$ cat src/rtl/fp_sqrt_pkg.sv
// fp_sqrt_pkg: shared types and constants for the iterative FP square root.
// FPSQRT_ROUND_EN selects the 25-iteration rounded datapath.
package fp_sqrt_pkg;

    typedef enum logic [1:0] {
        IDLE  = 2'd0,
        CALC  = 2'd1,
        ROUND = 2'd2,
        DONE  = 2'd3
    } state_e;

    localparam logic [31:0] QNAN = 32'h7FFFFFFF;
    localparam logic [31:0] PINF = 32'h7F800000;
    localparam logic [31:0] ZERO = 32'h00000000;
    localparam int          BIAS = 127;

    localparam int ITERS_RND = 25;
    localparam int ITERS_TRN = 24;

`ifdef FPSQRT_ROUND_EN
    localparam int NITER = ITERS_RND;
`else
    localparam int NITER = ITERS_TRN;
`endif

    // Radicand holds two bits per iteration; remainder needs headroom.
    localparam int RADW = 2 * NITER;
    localparam int REMW = NITER + 3;

endpackage

$ cat src/rtl/fp_sqrt_iter_checkspecial.sv
// checkspecial: classifies a single-precision operand.
// Pure combinational; denormals report as zero.
module checkspecial (
    input  logic [31:0] a_i,
    output logic        is_nan_o,
    output logic        is_zero_o,
    output logic        is_inf_o,
    output logic        is_neg_o
);

    assign is_nan_o  = (&a_i[30:23]) & (|a_i[22:0]);
    assign is_inf_o  = (&a_i[30:23]) & ~(|a_i[22:0]);
    assign is_zero_o = ~(|a_i[30:23]);
    assign is_neg_o  = a_i[31];

endmodule

$ cat src/rtl/fp_sqrt_iter.sv
// fp_sqrt_iter: restoring digit-by-digit IEEE-754 single square root.
// Build option FPSQRT_ROUND_EN: guard bit plus round-to-nearest step.
module fp_sqrt_iter
    import fp_sqrt_pkg::*;
(
    input  logic        clk,
    input  logic        rst_n,
    input  logic        in_valid,
    output logic        in_ready,
    input  logic [31:0] A,
    output logic        out_valid,
    input  logic        out_ready,
    output logic [31:0] S,
    output logic        busy
);

    localparam logic [4:0] LAST = 5'(NITER - 1);

    state_e            state_q;
    logic [4:0]        cnt_q;
    logic [RADW-1:0]   rad_q, rad_d, rad_ld;
    logic [REMW-1:0]   rem_q, rem_d, rem_t, trial;
    logic [NITER-1:0]  root_q, root_d;
    logic [7:0]        exp_q, exp_d;
    logic              spec_q, spec_d;
    logic [31:0]       sval_q, sval_d;
    logic [31:0]       s_q;
    logic              ov_q;
    logic [31:0]       trn_s;
    logic              is_nan, is_zero, is_inf, is_neg;

    checkspecial u_chk (
        .a_i       (A),
        .is_nan_o  (is_nan),
        .is_zero_o (is_zero),
        .is_inf_o  (is_inf),
        .is_neg_o  (is_neg)
    );

    assign in_ready  = (state_q == IDLE);
    assign busy      = (state_q != IDLE);
    assign out_valid = ov_q;
    assign S         = s_q;

    // Operand preparation: special result, exponent, aligned radicand.
    always_comb begin
        spec_d = 1'b1;
        sval_d = QNAN;
        if (is_nan) begin
            sval_d = QNAN;
        end else if (is_zero) begin
            sval_d = ZERO;
        end else if (is_inf && !is_neg) begin
            sval_d = PINF;
        end else if (is_neg) begin
            sval_d = QNAN;
        end else begin
            spec_d = 1'b0;
            sval_d = ZERO;
        end
        exp_d  = 8'((9'(A[30:23]) + 9'(BIAS)) >> 1);
        rad_ld = (RADW'({1'b1, A[22:0]}) << (RADW - 25))
                 << (A[23] ? 0 : 1);
    end

    // One restoring root step: bring down two bits, try 4q+1.
    always_comb begin
        rem_t = (rem_q << 2) | REMW'(rad_q[RADW-1 -: 2]);
        trial = (REMW'(root_q) << 2) | REMW'(1);
        rad_d = rad_q << 2;
        if (rem_t >= trial) begin
            rem_d  = rem_t - trial;
            root_d = (root_q << 1) | NITER'(1);
        end else begin
            rem_d  = rem_t;
            root_d = root_q << 1;
        end
    end

    assign trn_s = {1'b0, exp_q, root_d[22:0]};

`ifdef FPSQRT_ROUND_EN
    logic [22:0] mant_r;
    logic        carry_r;
    logic [31:0] rnd_s;
    // Carry out only when every root bit including guard is set.
    assign carry_r = &root_q;
    assign mant_r  = root_q[23:1] + 23'(root_q[0]);
    assign rnd_s   = {1'b0, exp_q + 8'(carry_r), mant_r};
`endif

    // Control FSM with registered result and valid.
    always_ff @(posedge clk or negedge rst_n) begin
        if (!rst_n) begin
            state_q <= IDLE;
            cnt_q   <= '0;
            rad_q   <= '0;
            rem_q   <= '0;
            root_q  <= '0;
            exp_q   <= '0;
            spec_q  <= 1'b0;
            sval_q  <= '0;
            s_q     <= '0;
            ov_q    <= 1'b0;
        end else begin
            unique case (state_q)
                IDLE: begin
                    if (in_valid) begin
                        state_q <= CALC;
                        cnt_q   <= '0;
                        rem_q   <= '0;
                        root_q  <= '0;
                        rad_q   <= rad_ld;
                        exp_q   <= exp_d;
                        spec_q  <= spec_d;
                        sval_q  <= sval_d;
                    end
                end
                CALC: begin
                    if (spec_q) begin
                        s_q     <= sval_q;
                        ov_q    <= 1'b1;
                        state_q <= DONE;
                    end else begin
                        rad_q  <= rad_d;
                        rem_q  <= rem_d;
                        root_q <= root_d;
                        cnt_q  <= cnt_q + 5'd1;
                        if (cnt_q == LAST) begin
`ifdef FPSQRT_ROUND_EN
                            state_q <= ROUND;
`else
                            s_q     <= trn_s;
                            ov_q    <= 1'b1;
                            state_q <= DONE;
`endif
                        end
                    end
                end
                ROUND: begin
`ifdef FPSQRT_ROUND_EN
                    s_q     <= rnd_s;
                    ov_q    <= 1'b1;
                    state_q <= DONE;
`else
                    state_q <= IDLE;
`endif
                end
                DONE: begin
                    if (out_ready) begin
                        ov_q    <= 1'b0;
                        state_q <= IDLE;
                    end
                end
            endcase
        end
    end

endmodule

$ cat config.mk
export PLATFORM = sky130hd
export DESIGN_NAME = fp_sqrt_iter
export DESIGN_NICKNAME = d
export VERILOG_FILES = /design/src/rtl/fp_sqrt_pkg.sv /design/src/rtl/fp_sqrt_iter_checkspecial.sv /design/src/rtl/fp_sqrt_iter.sv
export SDC_FILE = /design/constraint.sdc
export NUM_CORES = 1
export LEC_CHECK = 0
export CAP_MARGIN = 40
export CORE_UTILIZATION = 40
export CTS_BUF_LIST = sky130_fd_sc_hd__clkbuf_8
export DETAILED_ROUTE_END_ITERATION = 12
export GPL_ROUTABILITY_DRIVEN = 0
export GPL_TIMING_DRIVEN = 1
export HOLD_SLACK_MARGIN = 0.05
export PLACE_DENSITY_LB_ADDON = 0.15
export SYNTH_ARGS = -nofsm -noshare
export SYNTH_HDL_FRONTEND = slang
export SYNTH_SLANG_ARGS = --single-unit
$ cat constraint.sdc
create_clock -name clk -period 6.1 [get_ports clk]
set_input_delay 0.61 -clock clk [delete_from_list [all_inputs] [get_ports clk]]
set_output_delay 0.61 -clock clk [all_outputs]
set_load 0.02 [all_outputs]
# --- Yosys cells after proc, flatten, opt, wreduce, memory -nomap -nowiden ---
# Index checks and enable logic that the tools add are counted.
word_totals:
  ff_bits: 178
  inputBits: 36
  output_inout_bits: 35
  word_cells: 76
classes:
  add_sub_neg: 3
  order_cmp: 1
  n_eq_ne: 8
  n_shift: 1
  muxes: 34
  bitwise_logic: 4
  reduce_logical: 15
ops:
  columns: ["op", "n"]
  rows:
  - ["$mux 32", 4]
  - ["$mux 48", 2]
  - ["$pmux 48 s2", 1]
  - ["$mux 25", 3]
  - ["$mux 31", 2]
  - ["$pmux 25 s2", 1]
  - ["$mux 24", 2]
  - ["$pmux 24 s2", 1]
  - ["$shl 47x1->48", 1]
  - ["$ge 27x26->1", 1]
  - ["$or 27x2->27", 1]
  - ["$sub 25x25->25", 1]
  - ["$reduce_or 23->1", 1]
  - ["$mux 5", 2]
  - ["$pmux 5 s2", 1]
  - ["$add 8x7->9 const B", 1]
  - ["$mux 1", 9]
  - ["$reduce_and 3->1", 3]
  - ["$mux 2", 4]
  - ["$pmux 2 s4", 1]
  - ["$reduce_and 8->1", 1]
  - ["$reduce_bool 2->1", 4]
  - ["$reduce_or 8->1", 1]
  - ["$ne 2x2->1 const B", 3]
  - ["other kinds (12)", 15]

# --- Longest topological paths before layout ---
logic_depth:
  word_depth: 7
  mapped_depth: 12
  ltp_nobuf: 10

# --- Hierarchy ---
# A second synthesis with hierarchy kept.
hier_totals:
  cells_unflattened: 810
  area_unflattened_um2: 7018.0
by_module_without_submodules:
  columns: ["module", "instances", "cells_per_inst", "area_per_inst_um2", "seq_area_each_um2"]
  rows:
  - ["fp_sqrt_iter", 1, 793, 6909.1, 3103.0]
  - ["checkspecial", 1, 17, 108.9, 0.0]

# --- Worst setup path before layout ---
# OpenSTA, ideal clock, no wires.
synth_timing:
  path_kind: "reg-to-reg"
  from: "register rem_q[19]"
  to: "register s_q[0] (netlist: S[0])"
  setup_time_ns: 0.126
  t_arrival_ns: 2.352
  required_ns: 5.974
  path_slack_ns: 3.622
  path_stages_with_launch: 12
  path_buffers: 2
  synth_period_minus_slack_ns: 2.478
  path_cell_list: "dfrtp_1 > ha_1 > buf_2 > nand4_1 > nor3_1 > a221o_1 > o221a_1 > a2111oi_4 > o31ai_4 > buf_2 > a21oi_1 > o21ai_1"
synth_between:
  elab_chain_len: 5
synth_rtl:
  columns: ["element", "line", "rtl"]
  rows:
  - ["start: declaration", "fp_sqrt_iter.sv:22", "logic [REMW-1:0] rem_q, rem_d, rem_t, trial;"]
  - ["start signal: assignment", "fp_sqrt_iter.sv:126", "rem_q <= rem_d;"]
  - ["$or 27x2->27", "fp_sqrt_iter.sv:68", "rem_t = (rem_q << 2) | REMW'(rad_q[RADW-1 -: 2]);"]
  - ["$ge 27x26->1", "fp_sqrt_iter.sv:71", "if (rem_t >= trial) begin"]
  - ["$mux 1", "fp_sqrt_iter.sv:71", null]
  - ["$mux 32", "fp_sqrt_iter.sv:129", "if (cnt_q == LAST) begin"]
  - ["$mux 32", "fp_sqrt_iter.sv:120", "if (spec_q) begin"]
  - ["end signal: assignment", "fp_sqrt_iter.sv:121", "s_q <= sval_q;"]
  - ["end signal: assignment", "fp_sqrt_iter.sv:133", "s_q <= trn_s;"]
  - ["end: declaration", "fp_sqrt_iter.sv:27", "logic [31:0] s_q;"]
# Every way passes these cells. The select of a mux whose other input is x is not followed.
# A chain may end at the register's enable or synchronous reset.

# --- Worst setup path after layout ---
layout_timing:
  from: "register root_q[6]"
  to: "register rem_q[1]"
layout_between:
  elab_chain_len: 4
layout_rtl:
  columns: ["element", "line", "rtl"]
  rows:
  - ["start: declaration", "fp_sqrt_iter.sv:23", "logic [NITER-1:0] root_q, root_d;"]
  - ["start signal: assignment", "fp_sqrt_iter.sv:127", "root_q <= root_d;"]
  - ["$ge 27x26->1", "fp_sqrt_iter.sv:71", null]
  - ["$mux 25", "fp_sqrt_iter.sv:71", null]
  - ["$mux 25", "fp_sqrt_iter.sv:120", null]
  - ["$pmux 25 s2", "fp_sqrt_iter.sv:106", "unique case (state_q)"]
# Every way passes these cells. The select of a mux whose other input is x is not followed.

==> results.py <==
metrics = {
    "floorplanning": {
        "core_area_sq_um": 17400,
        "io_pins": 71,
        "placementRows": 48,
        "fp.dieH_um": 135,
        "die_w_um": 135,
        "die-area_sq_um": 18300,
        "start_util_pct": 41.0,
    },
    "synthesis": {
        "yosysMostFrequentCell": "nand2_1",
        "synth_cell_types": 65,
        "synth-xor-area-share_pct": 3.57,
        "synth-compound-area-share_pct": 23.3,
        "synthTopCellsByCount": "nand2_1, dfrtp_1, o21ai_0, a21oi_1, nor2_1",
        "synth-seq-area-share_pct": 43.6,
        "synth_area_sq_um": 7120,
        "async_flop_share_pct": 100,
        "synth_fa_ha_area_share_pct": 5.28,
        "syn_nets": 875,
        "synth-main-ff-cell": "dfrtp_1",
        "ys_ff_latch": 124,
        "syn_avg_cell_area_sq_um": 8.80,
        "synth_top_family_by_area": "compound AO/OA/AOI/OAI gates",
        "synth_cells": 809,
        "yosys.area_share.simple_pct": 14.4,
        "synthTopCellsByArea": "dfrtp_1, nand2_1, o21ai_0",
        "synth_top_area_share_pct": 43.6,
        "yosys_warnings": 0,
        "synth-edff-count": 0,
        "yosys.area.top_type": "dfrtp_1",
        "synthMuxAreaShare_pct": 4.80,
    },
    "run": {
        "max_cap_viol_count": 0,
    },
    "critical_path": {
        "cp_top_family": "compound AO/OA/AOI/OAI gates",
        "crit_required_ps": 6480,
        "crit_path_max_fanout": 15,
        "cp-start-kind": "flop",
        "max_stage_delay_ps": 380,
        "reg2reg_to": "rem_q[1]",
        "worst_r2r_path_depth": 10,
        "crit_path_cell_trace": "inv_1 -> ha_1 -> nand3_1 -> nor4_1 -> a221o_1 -> o221a_1 -> a2111oi_4 -> o31a_4 -> mux2i_1 -> a22o_1",
        "rr_startpoint": "root_q[6]",
        "crit_slowest_cell": "dfrtp_1",
        "critPathCaptureType": "flop",
        "worstSetupPathType": "reg2reg",
        "regToRegSetupSlack_ps": 3210,
        "crit_arrival_ps": 3270,
        "critPathBufInv": 1,
    },
    "sta": {
        "final-setup-viol-count": 0,
        "tns_ps": 0,
        "max_freq_mhz": 346,
        "relSlewSlack_pct": 44.6,
        "finClkSkew_ps": 10.0,
        "rsz0062_at_grt": "false",
        "finalHoldViolCount": 0,
        "worst_pin_slew_ps": 828,
        "drv_slew": 0,
        "period_minus_slack_ps": 2890,
        "fin_crit_sh_pct": 47.4,
    },
    "global_routing": {
        "track_usage_pct": 19.8,
        "grt_first_pass_wirelength_mm": 28.5,
        "grt_pass1_vias": 5721,
        "grt_max_degree": 63,
        "overflow": 0,
        "grt_antenna_before_repair": 0,
    },
    "routing": {
        "wl_per_cell_um": 15.1,
        "vias": 5818,
        "via_per_inst": 5.30,
        "drt_iter0_markers": 281,
        "route.detailed.drc": 0,
        "firstDrtPassIters": 5,
        "final_antenna_net_count": 0,
        "wirelength_mm": 16.5,
    },
    "cts": {
        "clk_pin_slew_ps": 70,
        "cts_buffer_depth": 2,
        "root_buffer": "clkbuf_8",
        "holdBufCountCts": 1,
        "post-cts-setup-buffer-count": 0,
        "cts_made_buffers": 17,
        "htreeDepth": 4,
        "cts_tree": "done",
        "clk_latency_ps": 450,
        "ctsResizeCount": 0,
        "clock_sinks": 124,
    },
    "finish": {
        "syn_to_final_growth_pct": 19.5,
        "final_nets": 926,
        "drive_gt1_share_pct": 8.25,
        "stdcell_area_sq_um": 8500,
        "fin_util_pct": 49.0,
        "num_antenna_cells": 0,
    },
    "power_and_ir_drop": {
        "p_per_area_nw_per_um2": 629,
        "ir_drop_mv": 0.300,
        "p_total_mw": 5.35,
        "p_leak_nw": 3.70,
    },
    "outcome": {
        "outcome": "complete, no violations",
    },
    "worst_hold_path": {
        "hold_path_end": "sval_q[22]",
        "min_from": "sval_q[22]",
        "hold_path.class": "reg2reg",
        "holdPathStages": 2,
    },
    "place": {
        "hpwlAfterDp_mm": 11.9,
        "place_area_sq_um": 8040,
        "port_buffers": 69,
    },
}
## cell families after synthesis
kind of cell / after synthesis
AO/OA/AOI/OAI: 271
XOR/XNOR: 29
adder cells (fa/ha/maj): 30
buffers and inverters: 87
flip-flops: 124
multiplexers: 34
other: 1
AND/OR/NAND/NOR: 233
## per-stage QoR
stage | cells | hold WS (ps) | worst slack [ps]
after floorplan | 809 | 314 | 3620
after global placement | 1060 | 448 | 2920
after detailed placement | 1065 | 468 | 3230
after CTS | 1098 | 485 | 3200
after global routing | 1098 | 504 | 2990
final | 1098 | 480 | 3210
## how the worst max path moves through the flow
stage	startpoint	end	slack, ps	depth (start not counted)
after detailed placement	root_q[4]	rem_q[5]	3230	11
after floorplan	rem_q[19]	S[0]	3620	11
after global placement	root_q[0]	rem_q[19]	2920	10
after global routing	root_q[0]	rem_q[11]	2990	11
after CTS	root_q[0]	rem_q[5]	3200	11
final	root_q[6]	rem_q[1]	3210	10
## registers in the layout (all words and copies together), names as in the netlist
register,flops
sval_q,2
spec_q,1
cnt_q,5
S,31
state_q,2
exp_q,8
out_valid,1
rad_q,25
rem_q,25
root_q,24
## cell usage in the layout, fill, tap and decap left out, types with 5 or more instances in the layout
master	synthesis	final
nand2_1	132	131
dfrtp_1	124	124
o21ai_0	97	97
a21oi_1	85	85
clkdlybuf4s50_1	0	68
nor2_1	42	40
inv_1	37	40
mux2i_1	33	33
ha_1	30	30
o21ai_1	19	19
clkbuf_8	0	19
xnor2_1	18	18
a21oi_2	12	12
xor2_1	11	11
nand4_1	11	11
nor3_1	10	10
nor4_1	9	9
buf_4	1	8
o21a_1	7	7
nand3_1	7	7
a21o_1	6	6
a32oi_1	5	5
bufinv_16	0	5
## where the power goes
part	internal [mW]	switching (mW)
Clock	0.504	0.338
Combinational	1.27	1.87
Sequential	1.14	0.219
## layer usage
metal	track usage [%]	wire length, um	vias up
li1	-	-	2934
met1	27.0	8090	2757
met2	31.5	7630	104
met3	3.63	566	23
met4	6.93	255	0
met5	0	0	-
## layout make-up
class / count / area (sq um)
tap: 225 / 282
fill: 1667 / 8850
clock inverter: 13 / 198
multi-input combinational: 598 / 3670
clock buffer: 19 / 262
timing repair buffer: 82 / 851
inverter: 37 / 139
sequential: 124 / 3100
## worst reg2reg max path, stage by stage, from the launching register on
cell       delay, ps
dfrtp_1          380
inv_1             70
ha_1             380
nand3_1          220
nor4_1           110
a221o_1          300
o221a_1          240
a2111oi_4        320
o31a_4           380
mux2i_1          280
a22o_1           160
(Power assumes the default switching activity.)
